===== config.mk =====
export PLATFORM = sky130hd
export DESIGN_NAME = scrambler_mm_keyring
export DESIGN_NICKNAME = d
export VERILOG_FILES = /design/src/rtl/scrambler_pkg.sv /design/src/rtl/scrambler_cfg_loader.sv /design/src/rtl/scrambler_core.sv /design/src/rtl/scrambler_mm_keyring.sv
export SDC_FILE = /design/constraint.sdc
export NUM_CORES = 2
export LEC_CHECK = 0
export CAP_MARGIN = 20
export CORE_UTILIZATION = 50
export CTS_BUF_LIST = sky130_fd_sc_hd__clkbuf_4 sky130_fd_sc_hd__clkbuf_8 sky130_fd_sc_hd__clkbuf_16
export CTS_CLUSTER_DIAMETER = 50
export DETAILED_ROUTE_END_ITERATION = 16
export HOLD_SLACK_MARGIN = 0.05
export PLACE_DENSITY = 0.73
export SLEW_MARGIN = 10
export SYNTH_ARGS = -nofsm -noshare
export SYNTH_HDL_FRONTEND = slang
export SYNTH_SLANG_ARGS = --single-unit
export TNS_END_PERCENT = 50

===== constraint.sdc =====
create_clock -name clk -period 2.75 [get_ports clk]
set_input_delay 0.55 -clock clk [delete_from_list [all_inputs] [get_ports clk]]
set_output_delay 0.55 -clock clk [all_outputs]
set_load 0.02 [all_outputs]

===== src/rtl/scrambler_pkg.sv =====
// scrambler_pkg: shared loader states, BT.656 TRS constants and config-size helper (SCRAMBLER_CFG_CHECK_EN adds a checksum byte)
package scrambler_pkg;
  typedef enum logic [1:0] {LD_ISSUE, LD_WAIT, LD_CAPTURE, LD_DONE} ld_state_e;
  localparam logic [9:0] TRS_ONES = 10'h3FF;
  localparam logic [9:0] TRS_ZERO = 10'h000;
  localparam int XYZ_F = 8;
  localparam int XYZ_V = 7;
  localparam int XYZ_H = 6;
  localparam int MODE_BIT = 0;
`ifdef SCRAMBLER_CFG_CHECK_EN
  localparam bit CFG_CHECK = 1'b1;
`else
  localparam bit CFG_CHECK = 1'b0;
`endif
  function automatic int cfg_nbytes(input int seed_w, input int n_keys, input bit chk);
    return 1 + n_keys * (seed_w / 8) + (chk ? 1 : 0);
  endfunction
endpackage


===== src/rtl/scrambler_cfg_loader.sv =====
// scrambler_cfg_loader: reads mode byte and seeds from the config ROM after reset (SCRAMBLER_CFG_CHECK_EN adds XOR checksum)
module scrambler_cfg_loader
  import scrambler_pkg::*;
#(
  parameter int SEED_W  = 256,
  parameter int N_KEYS  = 4,
  parameter int ROM_AW  = 8,
  parameter int ROM_LAT = 1
) (
  input  logic                           clk,
  input  logic                           reset_n,
  output logic [ROM_AW-1:0]              rom_address,
  input  logic [7:0]                     rom_q,
  output logic                           cfg_done,
  output logic                           cfg_error,
  output logic                           mode,
  output logic [N_KEYS-1:0][SEED_W-1:0]  seeds_d
);
  localparam int BPS   = SEED_W / 8;
  localparam int NB    = cfg_nbytes(SEED_W, N_KEYS, CFG_CHECK);
  localparam int NDATA = 1 + N_KEYS * BPS;
  localparam int SW    = N_KEYS > 1 ? $clog2(N_KEYS) : 1;
  localparam int BW    = BPS > 1 ? $clog2(BPS) : 1;
  ld_state_e state, state_nxt;
  logic [1:0] wait_cnt;
  logic [SW-1:0] slot;
  logic [BW-1:0] byte_idx;
  logic [N_KEYS-1:0][SEED_W-1:0] seeds_q;
  logic last, is_seed, capture;
  assign last     = rom_address == ROM_AW'(NB - 1);
  assign is_seed  = rom_address != '0 && rom_address <= ROM_AW'(NDATA - 1);
  assign capture  = state == LD_CAPTURE;
  assign cfg_done = state == LD_DONE;
  // Loader state register; reset restarts the whole load
  always_ff @(posedge clk)
    if (!reset_n) state <= LD_ISSUE;
    else state <= state_nxt;
  // ISSUE counts as the first latency cycle, so each byte takes ROM_LAT+1 cycles
  always_comb begin
    state_nxt = state == LD_ISSUE   ? (ROM_LAT > 1 ? LD_WAIT : LD_CAPTURE) :
                state == LD_WAIT    ? (wait_cnt == 2'(ROM_LAT - 2) ? LD_CAPTURE : LD_WAIT) :
                state == LD_CAPTURE ? (last ? LD_DONE : LD_ISSUE) : LD_DONE;
  end
  // Seeds shift in MSB byte first; exported as next-state so the final byte is visible on the DONE edge
  always_comb begin
    seeds_d = seeds_q;
    if (capture && is_seed) seeds_d[slot] = (seeds_q[slot] << 8) | SEED_W'(rom_q);
  end
  // Address, byte/slot counters and mode capture
  always_ff @(posedge clk)
    if (!reset_n) begin
      rom_address <= '0;
      wait_cnt    <= '0;
      slot        <= '0;
      byte_idx    <= '0;
      mode        <= 1'b0;
      seeds_q     <= '0;
    end else begin
      wait_cnt <= state == LD_WAIT ? wait_cnt + 2'd1 : 2'd0;
      seeds_q  <= seeds_d;
      if (capture && !last) rom_address <= rom_address + ROM_AW'(1);
      if (capture && rom_address == '0) mode <= rom_q[MODE_BIT];
      if (capture && is_seed) begin
        byte_idx <= byte_idx == BW'(BPS - 1) ? '0 : byte_idx + BW'(1);
        if (byte_idx == BW'(BPS - 1)) slot <= slot + SW'(1);
      end
    end
`ifdef SCRAMBLER_CFG_CHECK_EN
  logic [7:0] csum;
  // Running XOR of config bytes; the trailing byte must match it
  always_ff @(posedge clk)
    if (!reset_n) begin
      csum      <= '0;
      cfg_error <= 1'b0;
    end else if (capture) begin
      if (last) cfg_error <= rom_q != csum;
      else csum <= csum ^ rom_q;
    end
`else
  assign cfg_error = 1'b0;
`endif
endmodule


===== src/rtl/scrambler_core.sv =====
// scrambler_core: keystream XOR scrambler fed by the active seed, one register stage
module scrambler_core #(
  parameter int SEED_W = 256
) (
  input  logic              clk,
  input  logic              rst_n,
  input  logic              mode,
  input  logic [SEED_W-1:0] seed,
  input  logic [9:0]        din,
  output logic [9:0]        dout
);
  logic [9:0] ks;
  // Fold every seed bit into a 10-bit keystream word
  always_comb begin
    ks = '0;
    for (int i = 0; i < SEED_W; i++) ks[i % 10] = ks[i % 10] ^ seed[i];
  end
  // Scramble when mode is set, pass through otherwise; silent while held in reset
  always_ff @(posedge clk)
    if (!rst_n) dout <= '0;
    else dout <= din ^ (mode ? ks : 10'h000);
endmodule


===== src/rtl/scrambler_mm_keyring.sv =====
// scrambler_mm_keyring: ROM-loaded seed keyring rotating at BT.656 field boundaries (SCRAMBLER_CFG_CHECK_EN enables checksum/bypass)
module scrambler_mm_keyring
  import scrambler_pkg::*;
#(
  parameter int SEED_W         = 256,
  parameter int N_KEYS         = 4,
  parameter int FIELDS_PER_KEY = 2,
  parameter int ROM_AW         = 8,
  parameter int ROM_LAT        = 1
) (
  input  logic              clk,
  input  logic              reset_n,
  input  logic [9:0]        bt656_stream_in,
  output logic [9:0]        bt656_stream_out,
  output logic [ROM_AW-1:0] rom_address,
  input  logic [7:0]        rom_q,
  output logic              cfg_done,
  output logic              cfg_error,
  output logic [3:0]        key_index
);
  localparam int SW = N_KEYS > 1 ? $clog2(N_KEYS) : 1;
  localparam int FW = $clog2(FIELDS_PER_KEY + 1);
  logic mode, core_rst_n, f_valid, last_f, eav, f, boundary, wrap;
  logic [N_KEYS-1:0][SEED_W-1:0] seeds_d;
  logic [SEED_W-1:0] seed_bus;
  logic [9:0] in_q, w2, w3, core_out;
  logic [FW-1:0] field_cnt;
  logic [3:0] key_nxt;
  scrambler_cfg_loader #(
    .SEED_W (SEED_W),
    .N_KEYS (N_KEYS),
    .ROM_AW (ROM_AW),
    .ROM_LAT(ROM_LAT)
  ) u_loader (
    .clk        (clk),
    .reset_n    (reset_n),
    .rom_address(rom_address),
    .rom_q      (rom_q),
    .cfg_done   (cfg_done),
    .cfg_error  (cfg_error),
    .mode       (mode),
    .seeds_d    (seeds_d)
  );
  // Input register plus two more words of history for the TRS preamble
  always_ff @(posedge clk) begin
    in_q <= bt656_stream_in;
    w2   <= in_q;
    w3   <= w2;
  end
  assign eav      = w3 == TRS_ONES && w2 == TRS_ZERO && in_q == TRS_ZERO && bt656_stream_in[XYZ_H];
  assign f        = bt656_stream_in[XYZ_F];
  assign boundary = cfg_done && eav && f_valid && f != last_f;
  assign wrap     = boundary && field_cnt == FW'(FIELDS_PER_KEY - 1);
  assign key_nxt  = wrap ? (key_index == 4'(N_KEYS - 1) ? 4'd0 : key_index + 4'd1) : key_index;
  // Field tracking, key rotation and the registered seed bus (moves only on the advancing XYZ)
  always_ff @(posedge clk)
    if (!reset_n) begin
      f_valid   <= 1'b0;
      last_f    <= 1'b0;
      field_cnt <= '0;
      key_index <= '0;
      seed_bus  <= '0;
    end else begin
      if (cfg_done && eav) begin
        f_valid <= 1'b1;
        last_f  <= f;
      end
      if (boundary) field_cnt <= wrap ? '0 : field_cnt + FW'(1);
      key_index <= key_nxt;
      seed_bus  <= seeds_d[SW'(key_nxt)];
    end
  assign core_rst_n = reset_n && cfg_done && !cfg_error;
  scrambler_core #(.SEED_W(SEED_W)) u_core (
    .clk  (clk),
    .rst_n(core_rst_n),
    .mode (mode),
    .seed (seed_bus),
    .din  (in_q),
    .dout (core_out)
  );
  assign bt656_stream_out = cfg_error ? in_q : core_out;
endmodule

==> Yosys cells after proc, flatten, opt, wreduce, memory -nomap -nowiden <==
Cells that the tools add are included.
Widths: inputs -> output; s select.
{ "word_totals": {"input_bits": 20, "out_inout_bits": 24, "register_bits": 1348, "latch_bits": 0, "mem_count": 0, "rom_bits": 0, "ram_bits": 0} }
{ "op_classes": {"n_div": 0, "shifts": 0, "n_reduce_logical": 22, "order_cmp": 4, "n_addsub": 6, "n_mux": 18, "bitwise": 249, "n_eq_ne": 10, "n_mul": 0} }
{ "ops": {"columns": ["op", "count"], "rows": [
  ["$bmux 256 s2", 2],
  ["$bwmux 1024", 1],
  ["$mux 1024", 1],
  ["$demux 256 s2", 1],
  ["$mux 256", 2],
  ["$or 256x8->256", 1],
  ["$mux 248", 1],
  ["$xor 1x1->1", 246],
  ["$logic_not 10->1", 2],
  ["$mux 2", 7],
  ["$logic_and 1x1->1", 13],
  ["$eq 10x10->1 const B", 1],
  ["$mux 10", 1],
  ["$xor 10x10->10", 1],
  ["$add 8x1->8 const B", 1],
  ["$eq 8x8->1 const B", 1],
  ["$le 8x8->1 const B", 1],
  ["$logic_not 8->1", 1],
  ["$reduce_bool 8->1", 1],
  ["$add 2x1->2 const B", 3],
  ["$eq 2x2->1 const B", 3],
  ["$lt 2x3->1 const B", 2],
  ["$add 5x1->5 const B", 1],
  ["$eq 5x5->1 const B", 1],
  ["other kinds (12)", 14]
]} }

==> Depth between registers and ports, before layout <==
{ "depth": {"ltp_word": 27, "ltp_mapped": 15, "ltp_nobuf": 9} }

==> Hierarchy <==
A second synthesis with hierarchy kept.
{ "unflattened": {"cells_unflattened": 9786, "hier_area_um2": 93669.8} }
{ "modules_own_cells": {"columns": ["module", "instances", "area_per_inst_um2", "cells_per_inst"], "rows": [
  ["scrambler_cfg_loader", 1, 59711.0, 5143],
  ["scrambler_mm_keyring", 1, 31221.2, 4365],
  ["scrambler_core", 1, 2737.6, 278]
]} }

==> Least setup slack after synthesis <==
No wires, ideal clock.
{ "synth_timing": {"path_type": "reg-to-reg", "from": "register u_loader.slot[0]", "to": "register seed_bus[235]", "setup_time_ns": 0.138, "arrival_ns": 2.773, "setup_slack_ns": -0.161, "stages_incl_launch_ff": 13, "n_path_buf": 5, "path_cell_list": "dfxtp_1 > clkbuf_1 > clkbuf_1 > clkbuf_1 > inv_1 > ha_1 > nand4_1 > buf_2 > clkbuf_1 > o2111ai_1 > o211ai_1 > a21bo_1 > o221ai_1"} }
{ "synth_via": {"elab_chain_len": 8, "elab_cells_between_ends": 12, "classes_between": "order compare: 2; mux: 8; bitwise: 1; reduce/logical: 1"} }
{ "synth_rtl": {"columns": ["item", "line_no", "source"], "rows": [
  ["start: declaration", "scrambler_cfg_loader.sv:26", "logic [SW-1:0] slot;"],
  ["start signal: assignment", "scrambler_cfg_loader.sv:65", "if (byte_idx == BW'(BPS - 1)) slot <= slot + SW'(1);"],
  ["$lt 2x3->1 (implied by the code) / $ge 2x1->1 (equally long branches)", "scrambler_cfg_loader.sv:47", "if (capture && is_seed) seeds_d[slot] = (seeds_q[slot] << 8) | SEED_W'(rom_q);"],
  ["$logic_and 1x1->1 (implied by the code)", "scrambler_cfg_loader.sv:47", null],
  ["$mux 256 (implied by the code)", "scrambler_cfg_loader.sv:47", null],
  ["$demux 256 s2", null, null],
  ["$bwmux 1024 *", "scrambler_cfg_loader.sv:47", null],
  ["$mux 1024 *", "scrambler_cfg_loader.sv:47", null],
  ["$bmux 256 s2 *", "scrambler_mm_keyring.sv:70", "seed_bus <= seeds_d[SW'(key_nxt)];"],
  ["$mux 256 (implied by the code) *", "scrambler_mm_keyring.sv:70", null],
  ["end signal: assignment", "scrambler_mm_keyring.sv:70", null],
  ["end: declaration", "scrambler_mm_keyring.sv:25", "logic [SEED_W-1:0] seed_bus;"]
]} }
Mark *: on every way between the ends. The rest lies on a longest branch, timed or not. The select of a mux whose other input is x is not followed.
A chain may end at the register's enable or synchronous reset.

==> Worst setup path in the final report <==
{ "layout_timing": {"from": "register in_q[3]", "to": "register seed_bus[98]"} }
{ "layout_via": {"elab_chain_len": 10} }
{ "layout_rtl": {"columns": ["item", "line_no", "source"], "rows": [
  ["start: declaration", "scrambler_mm_keyring.sv:26", "logic [9:0] in_q, w2, w3, core_out;"],
  ["start signal: assignment", "scrambler_mm_keyring.sv:46", "in_q <= bt656_stream_in;"],
  ["$logic_not 10->1", "scrambler_mm_keyring.sv:50", "assign eav = w3 == TRS_ONES && w2 == TRS_ZERO && in_q == TRS_ZERO && bt656_stream_in[XYZ_H];"],
  ["$logic_and 1x1->1 (2 in series)", "scrambler_mm_keyring.sv:50", null],
  ["$logic_and 1x1->1 (3 in series)", "scrambler_mm_keyring.sv:52", "assign boundary = cfg_done && eav && f_valid && f != last_f;"],
  ["$logic_and 1x1->1", "scrambler_mm_keyring.sv:53", "assign wrap = boundary && field_cnt == FW'(FIELDS_PER_KEY - 1);"],
  ["$mux 2", "scrambler_mm_keyring.sv:54", "assign key_nxt = wrap ? (key_index == 4'(N_KEYS - 1) ? 4'd0 : key_index + 4'd1) : key_index;"],
  ["$bmux 256 s2", "scrambler_mm_keyring.sv:70", null],
  ["$mux 256 (implied by the code)", "scrambler_mm_keyring.sv:70", null]
]} }
Every way passes these cells. The select of a mux whose other input is x is not followed.

==> qor.csv <==
metric;value;unit
synth-simple-area-share;0.1212;
synth_cells;7326;
tritoncts;built;
hold_viol;0;
fin_ws;-248.8;ps
period_minus_slack;2999;ps
io-pin-count;44;
async_flop_share;0;
hp-class;in -> reg;
vias_per_cell;6.525;
fmax;0.3335;GHz
cts.sinks;1348;
antenna_found_initial;1;
cp_max_fo;8;
final_common_cell;nand2_1;
synth-edff-count;0;
htree_levels;4;
start_util;0.5046;
grt_use_total;0.3087;
critPathKind;reg -> reg;
drv_slew;0;
final-setup-viol-count;346;
synthMuxAreaShare;0.08399;
p_per_area;579.2;nW/um^2
dp_hpwl;125.8;mm
firstDrtPassIters;5;
cp_data_arrival_time;3670;ps
drt-total-wl;227.1;mm
clock_latency;830;ps
routedWlPerCell;24.78;um
worst_pin_slew;918.2;ps
cts_root_buffer;clkbuf_16;
drtIter0Drc;7663;
ys_types;59;
nets;7298;
final_cell_mix;2060 x nand2_1, 1344 x dfxtp_1, 1025 x a21boi_0;
rsz0062_at_grt;true;
drive_gt1_frac;0.1726;
ys.flop_type;dfxtp_1;
synth_top_family_by_area;compound AO/OA/AOI/OAI gates;
syn_area;68440;um^2
grt_pass1_vias;58150;
floorplan.die.height;372.0;um
fp.dieW;372.0;um
final.period_utilization;1.090;
max-cap-violations;0;
grt_max_degree;194;
overflow;0;
cts_buffers;158;
ys_seq_area_frac;0.3943;
fp.coreArea;135600;um^2
clock_skew;50.83;ps
area_growth_syn_to_layout;17.89;%
cp-start-kind;register;
status;complete, but fails checks;
avgSynthCellArea;9.342;um^2
dr_total_vias;59810;
postRouteAntennaNets;0;
total_power;46730;uW
synthAdderAreaFrac;0.002011;
synth_seq_cells;1348;
endpoint_kind;register;
clk_pin_slew_worst_paths;60;ps
tns;-40970;ps
port_buffers;42;
antenna_cells;0;
synth-compound-area-share;0.3002;
power_leakage;0.02480;uW
grt_pass1_wl;338.2;mm
die-area;138400;um^2
ir_drop;0.4583;mV
synth_warnings;0;
fillers;10840;
synth_fp_nets;7357;
slew_headroom;0.3879;
crit_required;3420;ps
core.rowCount;135;
violations;negative setup slack;
place_congestion;0.8623;
clk_path_buf_depth;3;
post-route-drc-count;0;
synth-xor-area-share;0.03512;
-- power by group --
part	total [uW]	switching [uW]	internal, uW
Clock	22100	8960	13100
Combinational	4670	2690	1980
Sequential	20000	193	19800
-- through the flow --
step / cells / area, um^2 / hold WS (ps) / util / worst slack (ps)
floorplan: 7326 / 68450 / 322.4 / - / 2.913
global placement: 8802 / 73010 / 327.6 / 0.5383 / -760.8
detailed placement: 8802 / 73010 / 330.8 / 0.5383 / -809.0
CTS: 9113 / 79310 / 129.4 / 0.5847 / -192.1
global route: 9166 / 80680 / 146.0 / 0.5949 / -335.8
finish: 9166 / 80680 / 168.8 / 0.5949 / -248.8
-- state kept, by name, summed over array words and instances, names as in the netlist --
signal,flops
u_loader.seeds_q,1024
seed_bus,256
in_q,10
u_core.dout,10
w2,10
w3,10
u_loader.rom_address,8
u_loader.byte_idx,5
key_index,4
field_cnt,2
u_loader.slot,2
u_loader.state,2
u_loader.wait_cnt,2
f_valid,1
last_f,1
u_loader.mode,1
-- layout make-up --
cell class                 count  area [um^2]  share of cell area
multi-input combinational   4998        37560              0.4655
sequential                  1348        27000              0.3346
timing repair buffer         495         7380             0.09146
clock buffer                 218         4628             0.05736
tap                         1781         2228             0.02762
inverter                     266         1006             0.01247
clock inverter                60        889.6             0.01103
-- kinds of logic after synthesis --
logic type	count (synthesis)
multiplexers	263
buffers and inverters	981
AO/OA/AOI/OAI	2328
adder cells (fa/ha/maj)	11
other	1
flip-flops	1348
AND/OR/NAND/NOR	2151
XOR/XNOR	243
-- per-layer routing --
metal  GRT usage  up-vias  wire length (um)
met1      0.4009    29350             89390
met5           0        -                18
met2      0.4935     3508            104700
met4      0.1345        2              9015
li1            -    26310                 -
met3     0.06591      638             24010
-- worst max-delay path: stages, from the launching register on --
cell and delay [ps]:
dfxtp_1 330, or4_4 540, nor4_4 260, buf_4 180, nand4_4 120, buf_12 180
mux2i_4 230, buf_8 210, clkbuf_16 180, o211ai_1 290, a21bo_1 190, o221ai_1 120
-- worst paths after layout --
check                          start           end  slack [ps]  depth (start not counted)
hold reg to reg                w2[9]         w3[9]         340                          0
setup reg to reg             in_q[3]  seed_bus[98]        -250                         11
setup / recovery             in_q[3]  seed_bus[98]        -250                         11
hold / removal    bt656_stream_in[2]       in_q[2]         170                          1
-- Yosys cell counts (4+ instances only) --
cell type	number	area [um^2]
dfxtp_1	1348	26990
buf_2	222	1111
o221ai_1	269	2356
ha_1	11	137.6
mux4_2	248	5585
a21bo_1	250	2502
inv_1	265	994.7
o21ai_0	9	45.04
nor2b_1	13	81.33
nor2_1	18	67.56
a21oi_1	4	20.02
xnor3_1	20	450.4
clkbuf_1	403	1513
buf_6	41	461.7
o211ai_1	257	1929
xnor2_1	198	1734
buf_4	14	105.1
nand4_1	5	31.28
and2_1	10	62.56
mux2i_1	14	140.1
o2111ai_1	255	2233
a21boi_0	1026	7702
a21bo_2	4	40.04
o221ai_2	239	3588
buf_1	35	131.4
and3_1	6	37.54
xor2_1	25	219.0
or3_1	5	31.28
nand2_1	2064	7747
nor3_1	5	25.02
-- timing repair --
action / in CTS / in global routing
pin swaps: 27 / 46
buffers inserted: 21 / 22
gates cloned: 11 / 33
hold endpoints to repair: 7 / 0
setup endpoints to repair: 574 / 1174
hold buffers: 1 / 0
resized for setup: 55 / 69
Note: power is estimated with default switching activity, not from simulation.
